$ cat src/rtl/irq_pkg.sv
// Shared register map and gateway mode encoding for the interrupt controller.
package irq_pkg;

    localparam logic [7:0] ADDR_ENABLE    = 8'h00;
    localparam logic [7:0] ADDR_MODE      = 8'h01;
    localparam logic [7:0] ADDR_THRESH    = 8'h02;
    localparam logic [7:0] ADDR_PEND      = 8'h03;
    localparam logic [7:0] ADDR_INSVC     = 8'h04;
    localparam logic [7:0] ADDR_PRIO_BASE = 8'h10;

    typedef enum logic {
        LEVEL = 1'b0,
        EDGE  = 1'b1
    } mode_e;

endpackage

$ cat src/rtl/irq_gateway.sv
// Per-source front end: two-flop synchroniser, edge detector and pending flop.
module irq_gateway
    import irq_pkg::*;
(
    input  logic  clk,
    input  logic  rst,
    input  logic  irq_raw,
    input  mode_e mode,
    input  logic  in_service,
    input  logic  claim_clr,
    output logic  pending
);

    logic sync1;
    logic s;
    logic s_d;
    logic set;
    logic pending_nxt;

    always_comb begin
        set = 1'b0;
        if (mode == EDGE) begin
            set = s & ~s_d;
        end else begin
            // a level source being claimed must not re-arm on the claim edge
            set = s & ~in_service & ~claim_clr;
        end
        pending_nxt = set | (pending & ~claim_clr);
    end

    always_ff @(posedge clk or negedge rst) begin
        if (!rst) begin
            sync1   <= 1'b0;
            s       <= 1'b0;
            s_d     <= 1'b0;
            pending <= 1'b0;
        end else begin
            sync1   <= irq_raw;
            s       <= sync1;
            s_d     <= s;
            pending <= pending_nxt;
        end
    end

endmodule

$ cat src/rtl/irq_controller.sv
// Multi-source interrupt controller: gateways, priority arbiter, claim/complete
// handshake and a single-cycle configuration register port.
module irq_controller
    import irq_pkg::*;
#(
    parameter int NUM_SRC = 8,
    parameter int PRIO_W  = 3,
    parameter int ID_W    = 5
) (
    input  logic              clk,
    input  logic              rst,
    input  logic [NUM_SRC-1:0] irq_src,
    input  logic              cfg_we,
    input  logic [7:0]        cfg_addr,
    input  logic [31:0]       cfg_wdata,
    output logic [31:0]       cfg_rdata,
    input  logic              claim_req,
    output logic              claim_ack,
    output logic [ID_W-1:0]   claim_id,
    input  logic              complete_req,
    input  logic [ID_W-1:0]   complete_id,
    output logic              ext_irq
);

    logic [NUM_SRC-1:0] enable;
    logic [NUM_SRC-1:0] mode;
    logic [PRIO_W-1:0]  threshold;
    logic [PRIO_W-1:0]  prio [NUM_SRC];
    logic [NUM_SRC-1:0] pending;
    logic [NUM_SRC-1:0] in_service;
    logic [NUM_SRC-1:0] claim_clr;
    logic [NUM_SRC-1:0] complete_clr;
    logic [ID_W-1:0]    best_id;
    logic [ID_W-1:0]    best_id_q;
    logic [PRIO_W-1:0]  best_prio;
    logic               unused_wdata;

    assign unused_wdata = ^cfg_wdata;

    for (genvar g = 0; g < NUM_SRC; g++) begin : g_src
        assign claim_clr[g]    = claim_req && (best_id_q == ID_W'(g + 1));
        assign complete_clr[g] = complete_req && (complete_id == ID_W'(g + 1));

        irq_gateway u_gw (
            .clk        (clk),
            .rst        (rst),
            .irq_raw    (irq_src[g]),
            .mode       (mode_e'(mode[g])),
            .in_service (in_service[g]),
            .claim_clr  (claim_clr[g]),
            .pending    (pending[g])
        );
    end

    // The source being claimed this cycle is masked so a held claim_req
    // cannot hand out the same ID twice.
    always_comb begin
        best_id   = '0;
        best_prio = '0;
        for (int i = 0; i < NUM_SRC; i++) begin
            if (pending[i] && enable[i] && !claim_clr[i] &&
                (prio[i] > threshold) && (prio[i] > best_prio)) begin
                best_prio = prio[i];
                best_id   = ID_W'(i + 1);
            end
        end
    end

    always_ff @(posedge clk or negedge rst) begin
        if (!rst) begin
            best_id_q  <= '0;
            ext_irq    <= 1'b0;
            claim_ack  <= 1'b0;
            claim_id   <= '0;
            in_service <= '0;
        end else begin
            best_id_q  <= best_id;
            ext_irq    <= (best_id != '0);
            claim_ack  <= claim_req;
            claim_id   <= claim_req ? best_id_q : '0;
            in_service <= (in_service & ~complete_clr) | claim_clr;
        end
    end

    always_ff @(posedge clk or negedge rst) begin
        if (!rst) begin
            enable    <= '0;
            mode      <= '0;
            threshold <= '0;
            for (int k = 0; k < NUM_SRC; k++) begin
                prio[k] <= '0;
            end
        end else if (cfg_we) begin
            case (cfg_addr)
                ADDR_ENABLE: enable    <= cfg_wdata[NUM_SRC-1:0];
                ADDR_MODE:   mode      <= cfg_wdata[NUM_SRC-1:0];
                ADDR_THRESH: threshold <= cfg_wdata[PRIO_W-1:0];
                default: begin
                    for (int k = 0; k < NUM_SRC; k++) begin
                        if (cfg_addr == ADDR_PRIO_BASE + 8'(k)) begin
                            prio[k] <= cfg_wdata[PRIO_W-1:0];
                        end
                    end
                end
            endcase
        end
    end

    always_comb begin
        cfg_rdata = '0;
        case (cfg_addr)
            ADDR_ENABLE: cfg_rdata[NUM_SRC-1:0] = enable;
            ADDR_MODE:   cfg_rdata[NUM_SRC-1:0] = mode;
            ADDR_THRESH: cfg_rdata[PRIO_W-1:0]  = threshold;
            ADDR_PEND:   cfg_rdata[NUM_SRC-1:0] = pending;
            ADDR_INSVC:  cfg_rdata[NUM_SRC-1:0] = in_service;
            default: begin
                for (int k = 0; k < NUM_SRC; k++) begin
                    if (cfg_addr == ADDR_PRIO_BASE + 8'(k)) begin
                        cfg_rdata[PRIO_W-1:0] = prio[k];
                    end
                end
            end
        endcase
    end

endmodule

$ cat config.mk
export PLATFORM = sky130hd
export DESIGN_NAME = irq_controller
export DESIGN_NICKNAME = d
export VERILOG_FILES = /design/src/rtl/irq_pkg.sv /design/src/rtl/irq_gateway.sv /design/src/rtl/irq_controller.sv
export SDC_FILE = /design/constraint.sdc
export NUM_CORES = 1
export LEC_CHECK = 0
export ABC_AREA = 1
export BUFFER_PORTS_ARGS = -buffer_cell sky130_fd_sc_hd__buf_2
export CAP_MARGIN = 40
export CORE_UTILIZATION = 50
export DETAILED_ROUTE_END_ITERATION = 12
export GPL_TIMING_DRIVEN = 0
export PLACE_DENSITY = 0.84
export SLEW_MARGIN = 20
export SYNTH_ARGS = -nofsm -noshare
export SYNTH_HDL_FRONTEND = slang
export SYNTH_SLANG_ARGS = --single-unit
export TNS_END_PERCENT = 1
$ cat constraint.sdc
create_clock -name clk -period 9.6 [get_ports clk]
set_clock_uncertainty 0.1 [all_clocks]
set_input_delay 0.96 -clock clk [delete_from_list [all_inputs] [get_ports clk]]
set_output_delay 0.96 -clock clk [all_outputs]
set_load 0.02 [all_outputs]
==> metrics.md, run 1 <==
| Metric | Value |
|---|---|
| N_diodes | 0 |
| Post-Synth Simple-Gate Area | roughly 25% |
| Most used cell, CP | nand3_1 |
| Vias in the first global route | 4822 |
| Final setup fails | 0 |
| Total power | 907 uW |
| Post-synthesis xor/xnor area fraction | 0% |
| Grt ovf | 0 |
| Most frequent cells in the layout | nand2_1 (151), dfrtp_1 (92), inv_1 (73) |
| First-pass iteration count of the detailed router | 5 |
| Main synth FF type | dfrtp_1 |
| Max cap viols | 0 |
| Worst-Margin Slew | between 700 and 800 ps |
| Skew-Pair Late Insertion Delay | 370 ps |
| Core area | ~0.010 sq mm |
| Seq cells post-synth | 93 |
| Via-per-instance ratio | 5.57 |
| Fin nets | ~840 |
| VDD IR-drop max | about 0.00012 V |
| Final Hold Viols | 0 |
| Critical Path Source Type | register |
| Asr flop ratio synth | between 90% and 100% |
| Hold crit path type | register to register |
| Global-route wire length before repair | around 23000 um |
| Most common cell after layout, fill and taps aside | nand2_1 |
| Routed vias | between 4000 and 5000 |
| Post-Synth Adder-Cell Area | approximately a tenth |
| Layout Utilization | 60.4% |
| Fin crit period | between 9000 and 10000 ps |
| Num rows | 37 |
| Worst path max stage delay | ~560 ps |
| Number of warnings issued by yosys | 0 |
| Antenna viol nets, final | 0 |
| Post-synth EDFFs | 0 |
| Total Routing Usage GR | 26.3% |
| CTS clk-pin slew, worst paths | roughly 100 ps |
| Critical path required time | around 9800 ps |
| CP endpoint kind | register |
| Tcrit/Tclk final | 95.6% |
| Fmax | 0.109 GHz |
| CTS sink cnt | a little over 90 |
| Sequential area share after synthesis | a little over two fifths |
| CP max FO | 10 |
| Routed length per instance | between 15 and 20 um |
| Root buffer cell | clkbuf_8 |
| Syn Inst Count | about 660 |
| Iter 0 DRT Violations | between 400 and 500 |
| Synth-to-layout area growth | 15.6% |
| CTS tree | done |
| Leakage power | about 0.0031 uW |
| Critical path type | register to register |
| Cts hold-fix bufs | 0 |
| Maximum number of pins on one net before global-route repair | 48 |
| Pwr/cell area | around 140 mW/mm^2 |
| Placer Congestion | a little under 0.9 |
| Chip Width | 107 um |
| Initial antenna violation count | 0 |
| IO Port Bufs | 47 |
| Clock tree buffer depth | 2 |
| Starting density of the core | ~52% |
| Die Footprint | 0.0113 sq mm |
| DRT Wirelength | between 10000 and 15000 um |
| Status | finished clean |
| Mapped cell area | around 0.0055 sq mm |
| Arrival @ worst endpoint | slightly above 9000 ps |
| Final Max Slew Viols | 0 |
| DRC | 0 |
| Unique masters post-synth | 40 |
| Avg Cell Area, Syn | slightly above 8 sq um |
| Share of cells above drive strength 1 | 20.9% |
| Post-DP HPWL | 10800 um |
| CP max stage cell | dfrtp_2 |
| Compound-Gate Fraction of Synth Area | 14.0% |
| Slew Limit Headroom | between 40 and 50% |
| Mux contribution to synthesized area | 0% |
| Htree depth | 3 |
| Ports | between 90 and 100 |
| Chip Height | around 110 um |
| Largest family of logic cells by synthesized area | simple AND/OR/NAND/NOR gates |
| CTS Buf Count | 9 |
[registers in the layout (all words and copies together), names as in the netlist]
name and cells:
prio 24, enable 8, g_src.u_gw.pending 8, g_src.u_gw.s 8, g_src.u_gw.s_d 8, g_src.u_gw.sync1 8
in_service 8, mode 8, best_id_q 4, claim_id 4, threshold 3, claim_ack 1
ext_irq 1
[cell usage after synthesis, types with 2 or more instances]
master	number	area (sq um)
nor3_2	2	20.0
nor2_2	7	43.8
nand2_1	152	571
nand3_2	10	100
clkbuf_1	2	7.51
o21ai_1	5	25.0
inv_1	75	282
o22ai_1	3	18.8
nand4_1	4	25.0
nand2_2	12	75.1
buf_4	25	188
nor3_1	8	40.0
o2111ai_1	6	52.6
a21oi_4	2	32.5
a21oi_1	26	130
nor2_4	2	22.5
dfrtp_1	93	2330
o21ai_0	68	340
a221oi_1	5	43.8
nor2_1	36	135
a211oi_1	5	37.5
nand2_4	3	33.8
nand3b_1	4	30.0
inv_2	3	11.3
and2_1	4	25.0
ha_1	41	513
nand3_1	40	200
or2_2	2	12.5
a31oi_1	2	12.5
[power by group]
group / total, uW / internal, uW / switching (uW)
combinational: 180 / 64.9 / 115
sequential: 443 / 420 / 23.8
clock: 284 / 127 / 157
[per-stage QoR]
step | hold slack, ps | area (sq um) | setup WS [ps] | TNS (ps) | std cells
6_report | 259 | 6320 | 422 | 0 | 886
3_5_place_dp | 239 | 5990 | -640 | -2640 | 866
5_1_grt | 267 | 6320 | -72.8 | -74.9 | 886
2_1_floorplan | 231 | 5550 | 874 | 0 | 682
4_1_cts | 262 | 6250 | 43.7 | 0 | 884
3_3_place_gp | 234 | 5960 | -261 | -723 | 865
[routing by layer]
metal	part of all wire (%)	vias to the layer above	global-route usage, %
met5	0	-	0
met3	7.5	37	5.64
met1	41	2355	32.5
met4	3.7	0	10.2
li1	-	2329	-
met2	48	213	44.8
[logic make-up after synthesis]
logic type | after synthesis
compound gates | 129
fa+ha+maj | 41
buf+inv | 106
flops | 93
other cells | 1
simple gates | 288
[cell type report]
class / count / area (sq um)
plain buffers: 27 / 195
repair buffers: 52 / 295
flip-flops and latches: 93 / 2330
well taps: 136 / 170
fillers: 914 / 4140
clock inverters: 7 / 87.6
clock buffers: 9 / 124
inverters: 79 / 307
multi-input cells: 483 / 2810
[repair_timing]
action	4_1_cts	5_1_grt
setup endpoints to repair	5	5
setup buffers	2	2
resized for setup	6	15
pin swaps	0	8
[worst max-delay path: cells and delay by family, from the launching register on]
family,cells,cell delay (ps)
and+or+nand+nor,33,4000
adders and majority gates,8,2340
AOI/OAI and AO/OA,10,1780
DFF,1,560
buffers and inverters,4,290
[final timing paths]
| path | slack, ps | startpoint | end | cells after the start |
|---|---|---|---|---|
| worst min-delay path | 260 | g_src[6].u_gw.sync1 | g_src[6].u_gw.s | 0 |
| worst max-delay path | 420 | threshold[0] | best_id_q[2] | 55 |
| worst min register to register | 260 | g_src[6].u_gw.sync1 | g_src[6].u_gw.s | 0 |
| max in group asynchronous | 8260 | rst | threshold[0] | 2 |
| min in group asynchronous | 490 | rst | mode[3] | 1 |
| worst max register to register | 420 | threshold[0] | best_id_q[2] | 55 |
(Power assumes the default switching activity.)
==> run 2: changes to the inputs <==
Clock period 9.6 ns to 10.45 ns, I/O delays scaled along.
==> run 2 against run 1 <==
  * Worst hold slack worse by 1.6 ps
  * Critical path type unchanged
  * Cell count rose by 0.11%
  * Largest cell class unchanged
  * Clock-buffer cell count did not move
  * Highest routed layer unchanged
  * Sequential share of layout area grew 0.41 points
  * Largest power group unchanged
==> metrics.md, run 2 (synthesized netlist as in run 1, its figures left out) <==
| Metric | Value |
|---|---|
| Status | finished clean |
| Final instance area | 0.00625 sq mm (-1.1%) |
| Post-DP HPWL | 10800 um (unchanged) |
| CP max stage cell | dfrtp_1 |
| Maximum number of pins on one net before global-route repair | 48 (unchanged) |
| CP endpoint kind | register |
| Num rows | 37 (unchanged) |
| DRC | 0 (unchanged) |
| Htree depth | 3 (unchanged) |
| Ports | 97 (unchanged) |
| Initial antenna violation count | 0 (unchanged) |
| Vias in the first global route | 4801 (-0.44%) |
| CTS tree | done |
| Cts hold-fix bufs | 0 (unchanged) |
| Max reg flops | 24 (unchanged) |
| Tcrit/Tclk final | 92.4% (-3.2 points) |
| N_diodes | 0 (unchanged) |
| Chip Height | 107 um (unchanged) |
| Iter 0 DRT Violations | 399 (-2.4%) |
| Critical path required time | 10620 ps (+850 ps) |
| Fmax | 0.104 GHz (-5.0%) |
| Arrival @ worst endpoint | 9830 ps (+490 ps) |
| Routed length per instance | 15.9 um (-1.8%) |
| Fin crit period | 9660 ps (+479 ps) |
| Largest Register | prio |
| Pwr/cell area | 132 mW/mm^2 (-7.9%) |
| WHS | 258 ps (-1.56 ps) |
| Most common cell after layout, fill and taps aside | nand2_1 |
| Synth-to-layout area growth | 14.4% |
| CTS clk-pin slew, worst paths | 100 ps (about the same) |
| Clock tree buffer depth | 2 (unchanged) |
| IO Port Bufs | 47 (unchanged) |
| Fin nets | 845 (+0.12%) |
| Leakage power | 0.00313 uW (about the same) |
| Chip Width | 107 um (unchanged) |
| CTS sink cnt | 93 (unchanged) |
| Global-route wire length before repair | 22900 um (-0.45%) |
| Final Hold Viols | 0 (unchanged) |
| # fillers | 931 (+1.9%) |
| Total power | 827 uW (-8.9%) |
| Worst path max stage delay | 400 ps (-160 ps) |
| Hold crit path type | register to register |
| Slew Limit Headroom | 47.2% (-0.89 points) |
| First-pass iteration count of the detailed router | 5 (unchanged) |
| Setup TNS | 0 ps (unchanged) |
| Final setup fails | 0 (unchanged) |
| Routed vias | 4871 (-1.3%) |
| CP max FO | 8 (-2) |
| Max cap viols | 0 (unchanged) |
| RSZ-0062 raised after global routing | false |
| Starting density of the core | 52.2% (unchanged) |
| VDD IR-drop max | 0.000112 V (-8.5%) |
| Core area | 0.0105 sq mm (unchanged) |
| Most used cell, CP | nand3_1 |
| Most frequent cells in the layout | nand2_1 (152), dfrtp_1 (92), inv_1 (73) |
| Placed cell area | 0.00599 sq mm (unchanged) |
| Via-per-instance ratio | 5.49 (-1.4%) |
| Die Footprint | 0.0113 sq mm (unchanged) |
| Critical path type | register to register |
| Skew-Pair Late Insertion Delay | 380 ps (about the same) |
| DRT Wirelength | 14100 um (-1.7%) |
| Total Routing Usage GR | 26.1% (-0.15 points) |
| Final Max Slew Viols | 0 (unchanged) |
| Root buffer cell | clkbuf_8 |
| Share of cells above drive strength 1 | 19.4% (-1.5 points) |
| Antenna viol nets, final | 0 (unchanged) |
| Grt ovf | 0 (unchanged) |
| Critical Path Source Type | register |
| CTS Buf Count | 9 (unchanged) |
| Placer Congestion | 0.892 (unchanged) |
| Worst-Margin Slew | 787 ps (+13.3 ps) |
| Layout Utilization | 59.7% (-0.67 points) |
run 2: through the flow:
step	cells	setup WS (ps)
final	887	793
after global routing	887	104
after CTS	882	171
after detailed placement	866	143
after global placement	865	504
after floorplan	682	1640
run 2: what timing repair did:
action / in CTS / in global routing
resized for setup: 0 / 4
setup endpoints to repair: 0 / 5
buffers inserted: 0 / 4
endpoints found under the hold margin: 0 / 0
run 2: worst max-delay path: cells and delay by family (launching register included):
kind / cells / cell delay (ps)
AND/OR/NAND/NOR: 32 / 4230
adder cells (fa/ha/maj): 8 / 2300
AO/OA/AOI/OAI: 10 / 1830
buffers and inverters: 6 / 650
flip-flops: 1 / 400
run 2: final cells by class:
type                       count  area, sq um  area share (%)
multi-input combinational    483         2740            43.8
tap                          136          170            2.72
clock inverter                 7         87.6            1.40
timing repair buffer          53          300            4.81
sequential                    93         2330            37.3
buffer                        27          195            3.12
inverter                      79          307            4.91
clock buffer                   9          124            1.98
run 2: path summary, 6_finish.rpt:
kind | slack (ps) | start | endpoint | cells after the start
setup reg to reg | 790 | threshold[2] | best_id_q[2] | 56
max in group asynchronous | 9020 | rst | threshold[0] | 2
setup / recovery | 790 | threshold[2] | best_id_q[2] | 56
hold reg to reg | 260 | g_src[0].u_gw.sync1 | g_src[0].u_gw.s | 0
min in group asynchronous | 570 | rst | mode[3] | 1
hold / removal | 260 | g_src[0].u_gw.sync1 | g_src[0].u_gw.s | 0
run 2: routing by layer:
| layer | share of wire [%] | global-route usage [%] | routed length, um |
|---|---|---|---|
| met1 | 42 | 33.0 | 5900 |
| met2 | 48 | 44.3 | 6800 |
| met3 | 7.2 | 4.90 | 1020 |
| met4 | 2.8 | 10.2 | 391 |
| met5 | 0 | 0 | 0 |
run 2: power breakdown:
part	internal (uW)	switching (uW)	total [uW]
logic	59.0	101	160
clock network	117	144	260
registers	386	21.5	407
